<file path="config.mk">
export PLATFORM = sky130hd
export DESIGN_NAME = packet_fifo
export DESIGN_NICKNAME = d
export VERILOG_FILES = /design/src/rtl/packet_fifo.sv
export SDC_FILE = /design/constraint.sdc
export NUM_CORES = 1
export LEC_CHECK = 0
export CORE_MARGIN = 2
export CORE_UTILIZATION = 50
export DETAILED_ROUTE_END_ITERATION = 8
export GPL_TIMING_DRIVEN = 0
export PLACE_DENSITY = 0.64
export SYNTH_ARGS = -nofsm -noshare
export SYNTH_HDL_FRONTEND = slang
export SYNTH_SLANG_ARGS = --single-unit
</file>
<file path="constraint.sdc">
create_clock -name clk -period 6.18 [get_ports clk]
set_input_delay 0.618 -clock clk [delete_from_list [all_inputs] [get_ports clk]]
set_output_delay 0.618 -clock clk [all_outputs]
set_load 0.05 [all_outputs]
</file>
<file path="src/rtl/packet_fifo.sv">
// packet_fifo: store-and-forward byte FIFO that only releases complete 0x00-terminated packets
//              (define PACKET_FIFO_DROP_COUNT_EN to add the dropped_packets counter port)
module packet_fifo #(
    parameter int DEPTH = 64
) (
    input  logic        clk,
    input  logic        rst,
    input  logic        packet_in_tvalid,
    input  logic [7:0]  packet_in_tdata,
    output logic        packet_in_tready,
    output logic        packet_out_tvalid,
    output logic [7:0]  packet_out_tdata,
    input  logic        packet_out_tready
`ifdef PACKET_FIFO_DROP_COUNT_EN
    ,
    output logic [15:0] dropped_packets
`endif
);
    localparam int AW = $clog2(DEPTH);
    localparam logic [AW:0] FULL_LEVEL = (AW+1)'(DEPTH);

    typedef enum logic {ACCEPT, DISCARD} state_t;

    state_t      state, state_n;
    logic [7:0]  mem [DEPTH];
    logic [AW:0] wr_ptr, wr_ptr_n, wr_commit, wr_commit_n, rd_ptr, packet_count, used;
    logic        in_fire, out_fire, full, we, commit, release_pkt;

    assign packet_in_tready  = !rst;
    assign in_fire           = packet_in_tvalid && packet_in_tready;
    assign out_fire          = packet_out_tvalid && packet_out_tready;
    assign used              = wr_ptr - rd_ptr;
    assign full              = used == FULL_LEVEL;
    assign packet_out_tvalid = packet_count != '0;
    assign packet_out_tdata  = mem[rd_ptr[AW-1:0]];
    assign release_pkt       = out_fire && packet_out_tdata == 8'h00;

    // Next-state: store while there is room, rewind to the last commit point on overflow
    always_comb begin
        state_n     = state;
        wr_ptr_n    = wr_ptr;
        wr_commit_n = wr_commit;
        we          = 1'b0;
        commit      = 1'b0;
        if (in_fire) begin
            if (state == DISCARD) begin
                state_n = packet_in_tdata == 8'h00 ? ACCEPT : DISCARD;
            end else if (!full) begin
                we       = 1'b1;
                wr_ptr_n = wr_ptr + 1'b1;
                if (packet_in_tdata == 8'h00) begin
                    commit      = 1'b1;
                    wr_commit_n = wr_ptr + 1'b1;
                end
            end else begin
                wr_ptr_n = wr_commit;
                state_n  = packet_in_tdata == 8'h00 ? ACCEPT : DISCARD;
            end
        end
    end

    // State, pointers and the count of complete packets held
    always_ff @(posedge clk or posedge rst) begin
        if (rst) begin
            state        <= ACCEPT;
            wr_ptr       <= '0;
            wr_commit    <= '0;
            rd_ptr       <= '0;
            packet_count <= '0;
        end else begin
            state        <= state_n;
            wr_ptr       <= wr_ptr_n;
            wr_commit    <= wr_commit_n;
            rd_ptr       <= out_fire ? rd_ptr + 1'b1 : rd_ptr;
            packet_count <= (commit && !release_pkt) ? packet_count + 1'b1 :
                            (!commit && release_pkt) ? packet_count - 1'b1 : packet_count;
        end
    end

    // Byte storage; contents are deliberately left unreset
    always_ff @(posedge clk) begin
        if (we) mem[wr_ptr[AW-1:0]] <= packet_in_tdata;
    end

`ifdef PACKET_FIFO_DROP_COUNT_EN
    logic drop;
    assign drop = in_fire && state == ACCEPT && full;

    // Saturating count of packets lost to overflow
    always_ff @(posedge clk or posedge rst) begin
        if (rst) dropped_packets <= '0;
        else if (drop && dropped_packets != 16'hFFFF) dropped_packets <= dropped_packets + 1'b1;
    end
`endif
endmodule

</file>
==> results of run 1 <==
==> per-layer routing <==
metal | GRT usage, % | up-vias | part of all wire [%]
li1 | - | 4894 | -
met1 | 38.7 | 6120 | 42
met2 | 38.2 | 642 | 44
met3 | 6.19 | 143 | 9.7
met4 | 10.0 | 0 | 4.2
met5 | 0 | - | 0
==> where the power goes <==
part	internal (mW)	switching, mW	total, mW
logic	1.31	2.19	3.50
registers	4.10	0.0503	4.15
clock network	1.92	1.39	3.31
total	7.33	3.63	11.0
==> worst min path at each step <==
stage | startpoint | to | slack (ns) | cells after the start
after detailed placement | wr_commit[3]$_DFFE_PP0P_ | wr_commit[3]$_DFFE_PP0P_ | 0.47 | 2
after global routing | rst | rd_ptr[6]$_DFFE_PP0P_ | 0.33 | 2
after CTS | packet_in_tdata[3] | mem[20][3]$_DFFE_PP_ | 0.42 | 1
final | rst | wr_commit[6]$_DFFE_PP0P_ | 0.31 | 2
after floorplan | wr_commit[0]$_DFFE_PP0P_ | wr_commit[0]$_DFFE_PP0P_ | 0.44 | 2
after global placement | wr_commit[0]$_DFFE_PP0P_ | wr_commit[0]$_DFFE_PP0P_ | 0.46 | 2
==> synthesized netlist by cell type, drive strengths merged (2+ instances only) <==
cell type and instances:
or3b 2, a21oi 23, or2 3, a221oi 18, xnor2 12, mux2i 81
and2 3, ha 14, xor2 7, a31oi 3, nor2 78, nor3 14
o211ai 3, a22oi 4, clkbuf 25, edfxtp 512, nand2 38, nand3b 5
or4 4, nand2b 2, nor4 4, nand3 10, mux4 99, o22ai 7
nor2b 7, clkinv 2, buf 40, o31ai 5, and3 5, o21bai 2
o21ai 37, inv 12, or3 3, a211oi 7, a22o 12, a21o 2
mux2 4, o221ai 10, dfrtp 29
==> registers in the layout, summed over array words and instances, names as in the netlist <==
signal	cells
wr_commit	7
state	1
mem	512
packet_count	7
wr_ptr	7
rd_ptr	7
==> layout make-up <==
| class | count | area share [%] |
|---|---|---|
| inverter | 14 | 0.212 |
| tap | 585 | 2.95 |
| buffer | 64 | 1.76 |
| clock inverter | 36 | 1.59 |
| sequential | 541 | 64.9 |
| clock buffer | 58 | 5.51 |
| timing repair buffer | 32 | 1.50 |
| multi-input combinational | 539 | 21.5 |
==> worst max-delay path, delay by kind of cell (launching register included) <==
kind | cells | cell delay (ns)
compound gates | 7 | 1.56
buf+inv | 6 | 1.49
simple gates | 2 | 0.77
mux | 2 | 0.73
fa+ha+maj | 2 | 0.61
flops | 1 | 0.43
xor+xnor | 2 | 0.29
==> cells by family (layout without fill, tap and decap cells) <==
logic type / count (synthesis) / after routing
flops: 541 / 541
buf+inv: 79 / 204
compound gates: 139 / 139
simple gates: 182 / 182
mux: 184 / 184
xor+xnor: 19 / 19
fa+ha+maj: 15 / 15
==> metrics by stage <==
step / std cells / area [µm²] / hold WS (ns) / setup TNS, ns
after floorplan: 1159 / 21900 / 0.442 / 0
after global placement: 1765 / 22800 / 0.455 / -6.37
after detailed placement: 1773 / 22900 / 0.472 / -6.41
after CTS: 1867 / 24700 / 0.423 / 0
after global routing: 1869 / 24800 / 0.330 / 0
final: 1869 / 24800 / 0.312 / 0
==> what timing repair did <==
item	CTS	global route
endpoints found under the setup margin	10	2
resized for setup	13	10
buffers inserted	0	0
endpoints found under the hold margin	0	0
==> metrics.yaml, run 1 <==
synthesis:
  async_flop_share_pct: 5.36
  synthMuxAreaShare_pct: 14.4
  synth_flop_cell: "edfxtp_1"
  ys_types: 60
  syn_area_per_cell_um2: 18.9
  synth_fp_nets: 1186
  yosys.area_share.simple_pct: 3.85
  synth-compound-area-share_pct: 4.35
  yosysTopAreaCellShare_pct: 70.3
  synth_top_family_by_area: "multiplexers"
  synth_top_cell_by_area: "edfxtp_1"
  yosys.area_share.adder_pct: 0.892
  synthTopCellsByArea: "edfxtp_1, mux4_2, mux2i_1, dfrtp_1, mux4_1"
  ys_ff_latch: 541
  synthesis.area_um2: 21900
  synth-xor-area-share_pct: 0.761
  synth-seq-area-share_pct: 73.6
  synth-edff-count: 512
  yosysWarningCount: 0
  synthCells: 1159
critical_path:
  arrival_ns: 6.57
  crit_chain: "buf_6 > buf_12 > buf_6 > buf_6 > buf_4 > mux4_2 > mux2i_1 > o21ai_0 > o31ai_1 > a21oi_1 > or4_1 > ha_1 > inv_1 > ha_1 > a21o_1 > a21oi_1 > o21bai_1 > a21oi_1 > xnor2_1 > nor2_1 > xor2_1"
  worstPathRequired_ns: 6.66
  cpMaxStageDelayCell: "or4_1"
  endpoint: "packet_count[6]$_DFFE_PP0P_"
  reg2reg_depth: 21
  r2r_slack_ns: 0.09
  cp-end-kind: "register"
  crit_type: "reg2reg"
  startpoint: "rd_ptr[0]$_DFFE_PP0P_"
  r2r-end: "packet_count[6]$_DFFE_PP0P_"
  cp_max_fo: 10
  startpoint_type: "register"
  max_stage_delay_ns: 0.71
  r2r_start: "rd_ptr[0]$_DFFE_PP0P_"
power_and_ir_drop:
  ir_drop_v: 0.000317
  report.power.total_mw: 11.0
  powerDensity_nw_per_um2: 442
  p_leak_nw: 8.18
sta:
  setup_ws_ns: 0.0908
  tightestPinTransition_ns: 1.35
  slew_viol_final: 0
  rsz0062_at_grt: "false"
  hold_viol: 0
  skew_ns: 0.0188
  fin_crit_ns: 6.09
  maxSlewHeadroom_pct: 9.58
  timing.final.crit_share_pct: 98.5
  setup_viol: 0
  max_freq_mhz: 164
cts:
  cts.htree.levels: 2
  cts_sinks: 541
  numCtsBuffers: 52
  clk_pin_slew_ns: 0.06
  root_buffer: "clkbuf_16"
  cts_buffer_depth: 3
  cts_hold_buf: 0
  cts_tree: "built"
  clk_latency_ns: 0.61
floorplanning:
  die_w_um: 213
  placementRows: 76
  die_h_um: 213
  start_util_pct: 50.7
  core_um2: 43200
  die_area_um2: 45400
  io_pins: 22
placed_design:
  place_congestion: 0.950
  port_buffers: 21
  dp.final_hpwl_um: 37500
  pre_cts_ws_ns: -1.40
cells_and_area:
  area_growth_pct: 13.4
  multi_input_area_um2: 5340
  final_util_pct: 57.4
  nets: 1271
  n_antenna_cell: 0
  final_common_cell: "edfxtp_1"
  most-common-layout-cells: "edfxtp_1, mux4_2, mux2i_1"
  final.fill_count: 3313
  seq_area_um2: 16100
  drive_gt1_share_pct: 18.5
worst_hold_path:
  hp-class: "in2async"
global_route:
  antenna_found_initial: 0
  grt_pass1_wl_um: 81600
  grt_pass1_vias: 11300
  grt_overflow: 0
  grt_max_degree: 50
  track_usage_pct: 26.2
route:
  routed-via-count: 11800
  finalWirelength_um: 58000
  ant_nets: 0
  detail_route.wl_per_cell_um: 31.0
  drt_first_pass_iters: 8
  drc: 0
  drt_iter0_markers: 1863
  viasPerCell: 6.31
run_status:
  status: "finished clean"
run:
  drv_cap: 0
Note: power is estimated with default switching activity, not from simulation.
==> run 2, diff against run 1 <==
--- a/config.mk
+++ b/config.mk
@@ -10,6 +10,7 @@
 export DETAILED_ROUTE_END_ITERATION = 8
 export GPL_TIMING_DRIVEN = 0
 export PLACE_DENSITY = 0.64
+export RECOVER_POWER = 25
 export SYNTH_ARGS = -nofsm -noshare
 export SYNTH_HDL_FRONTEND = slang
 export SYNTH_SLANG_ARGS = --single-unit
==> metrics.yaml, run 2 (synthesis gave the netlist of run 1 again) <==
critical_path:
  cp-end-kind: "register"
  cp_max_fo: 10  # unchanged
  r2r_slack_ns: 0.04  # -0.05 ns
  crit_type: "reg2reg"
  r2r-end: "packet_count[6]$_DFFE_PP0P_"
  startpoint_type: "register"
  reg2reg_depth: 21  # unchanged
  r2r_start: "rd_ptr[0]$_DFFE_PP0P_"
  worstPathRequired_ns: 6.66  # about the same
  arrival_ns: 6.62  # +0.05 ns
sta:
  slew_viol_final: 230  # +230
  maxSlewHeadroom_pct: -65.2  # -75 points
  tightestPinTransition_ns: 2.48  # +1.13 ns
  max_freq_mhz: 163  # -0.89%
  whs_ns: 0.417  # +0.104 ns
  fin_tns_setup_ns: 0  # unchanged
  skew_ns: 0.0155  # -0.00334 ns
  setup_viol: 0  # unchanged
  hold_viol: 0  # unchanged
  timing.final.crit_share_pct: 99.4  # +0.89 points
  rsz0062_at_grt: "false"
  fin_crit_ns: 6.14  # +0.0549 ns
run_status:
  violations: "capacitance limit, slew limit"
  status: "complete, but fails checks"
placed_design:
  place_inst: 1773  # unchanged
  port_buffers: 21  # unchanged
  place_congestion: 0.950  # unchanged
  placed_area_um2: 22900  # unchanged
  dp.final_hpwl_um: 37500  # unchanged
cells_and_area:
  final_area_um2: 24700  # -0.27%
  n_antenna_cell: 0  # unchanged
  most-common-layout-cells: "edfxtp_1, mux4_2, mux2i_1"
  nets: 1271  # unchanged
  largest_reg_flops: 512  # unchanged
  final_common_cell: "edfxtp_1"
  area_growth_pct: 13.0
  drive_gt1_share_pct: 17.7  # -0.86 points
  final_cells: 1869  # unchanged
power_and_ir_drop:
  report.power.total_mw: 11.0  # about the same
  p_leak_nw: 8.13  # -0.61%
  powerDensity_nw_per_um2: 443  # +0.19%
  ir_drop_v: 0.000317  # +0.18%
route:
  drc: 0  # unchanged
  routed-via-count: 11800  # +0.034%
  viasPerCell: 6.32  # about the same
  detail_route.wl_per_cell_um: 31.0  # about the same
  ant_nets: 0  # unchanged
  drt_first_pass_iters: 7  # -1
  finalWirelength_um: 58000  # about the same
  drt_iter0_markers: 1840  # -1.2%
global_route:
  track_usage_pct: 26.2  # unchanged
  grt_overflow: 0  # unchanged
  grt_max_degree: 50  # unchanged
  grt_pass1_wl_um: 81600  # unchanged
  antenna_found_initial: 0  # unchanged
  grt_pass1_vias: 11300  # unchanged
cts:
  cts_sinks: 541  # unchanged
  cts.htree.levels: 2  # unchanged
  numCtsBuffers: 52  # unchanged
  post_cts_resized: 13  # unchanged
  root_buffer: "clkbuf_16"
  cts_hold_buf: 0  # unchanged
  clk_latency_ns: 0.61  # about the same
  cts_tree: "built"
  post_cts_buffers: 0  # unchanged
  cts_buffer_depth: 3  # unchanged
  clk_pin_slew_ns: 0.06  # about the same
floorplanning:
  core_um2: 43200  # unchanged
  die_w_um: 213  # unchanged
  die_h_um: 213  # unchanged
  start_util_pct: 50.7  # unchanged
  io_pins: 22  # unchanged
  die_area_um2: 45400  # unchanged
  placementRows: 76  # unchanged
worst_hold_path:
  hp-class: "in2async"
run:
  drv_cap: 6  # +6
run 2: critical path, cell delays in order, from the launching register on:
cell	delay, ns
dfrtp_1	0.44
buf_6	0.25
buf_12	0.19
buf_6	0.25
buf_6	0.26
buf_4	0.34
mux4_2	0.55
mux2i_1	0.18
o21ai_0	0.15
o31ai_1	0.55
a21oi_1	0.20
or4_1	0.72
ha_1	0.30
inv_1	0.19
ha_1	0.31
a21o_1	0.19
a21oi_1	0.22
o21bai_1	0.10
a21oi_1	0.20
xnor2_1	0.14
nor2_1	0.06
xor2_1	0.15
run 2: worst max-delay path by stage:
stage / startpoint / to / slack, ns / depth (start not counted)
2_1_floorplan: rd_ptr[1]$_DFFE_PP0P_ / packet_count[6]$_DFFE_PP0P_ / 1.24 / 20
3_3_place_gp: rd_ptr[1]$_DFFE_PP0P_ / packet_count[6]$_DFFE_PP0P_ / -1.40 / 20
3_5_place_dp: rd_ptr[1]$_DFFE_PP0P_ / packet_count[6]$_DFFE_PP0P_ / -1.40 / 20
4_1_cts: rd_ptr[1]$_DFFE_PP0P_ / packet_count[6]$_DFFE_PP0P_ / 0.04 / 20
5_1_grt: rd_ptr[0]$_DFFE_PP0P_ / packet_count[6]$_DFFE_PP0P_ / 0.003 / 21
6_report: rd_ptr[0]$_DFFE_PP0P_ / packet_count[6]$_DFFE_PP0P_ / 0.04 / 21
run 2: cell type report:
type	count	area, µm²
fillers	3324	18400
flip-flops and latches	541	16100
multi-input cells	539	5340
clock buffers	58	1370
well taps	585	732
plain buffers	64	435
clock inverters	36	394
repair buffers	32	307
inverters	14	52.6
run 2: layer usage:
| layer | up-vias | part of all wire, % | track usage, % | wire length, µm |
|---|---|---|---|---|
| li1 | 4890 | - | - | - |
| met1 | 6138 | 42 | 38.7 | 24500 |
| met2 | 639 | 44 | 38.2 | 25600 |
| met3 | 136 | 9.5 | 6.19 | 5500 |
| met4 | 0 | 4.1 | 10.0 | 2370 |
| met5 | - | 0 | 0 | 0 |
run 2: through the flow:
| stage | setup slack (ns) | utilization, % |
|---|---|---|
| 2_1_floorplan | 1.24 | - |
| 4_1_cts | 0.0378 | 57.3 |
| 6_report | 0.0359 | 57.3 |
| 3_5_place_dp | -1.40 | 53.2 |
| 5_1_grt | 0.00332 | 57.3 |
| 3_3_place_gp | -1.40 | 52.8 |
run 2: where the power goes:
part	internal [mW]	total [mW]	switching (mW)
Clock	1.92	3.31	1.39
Sequential	4.10	4.15	0.0510
Combinational	1.31	3.49	2.18
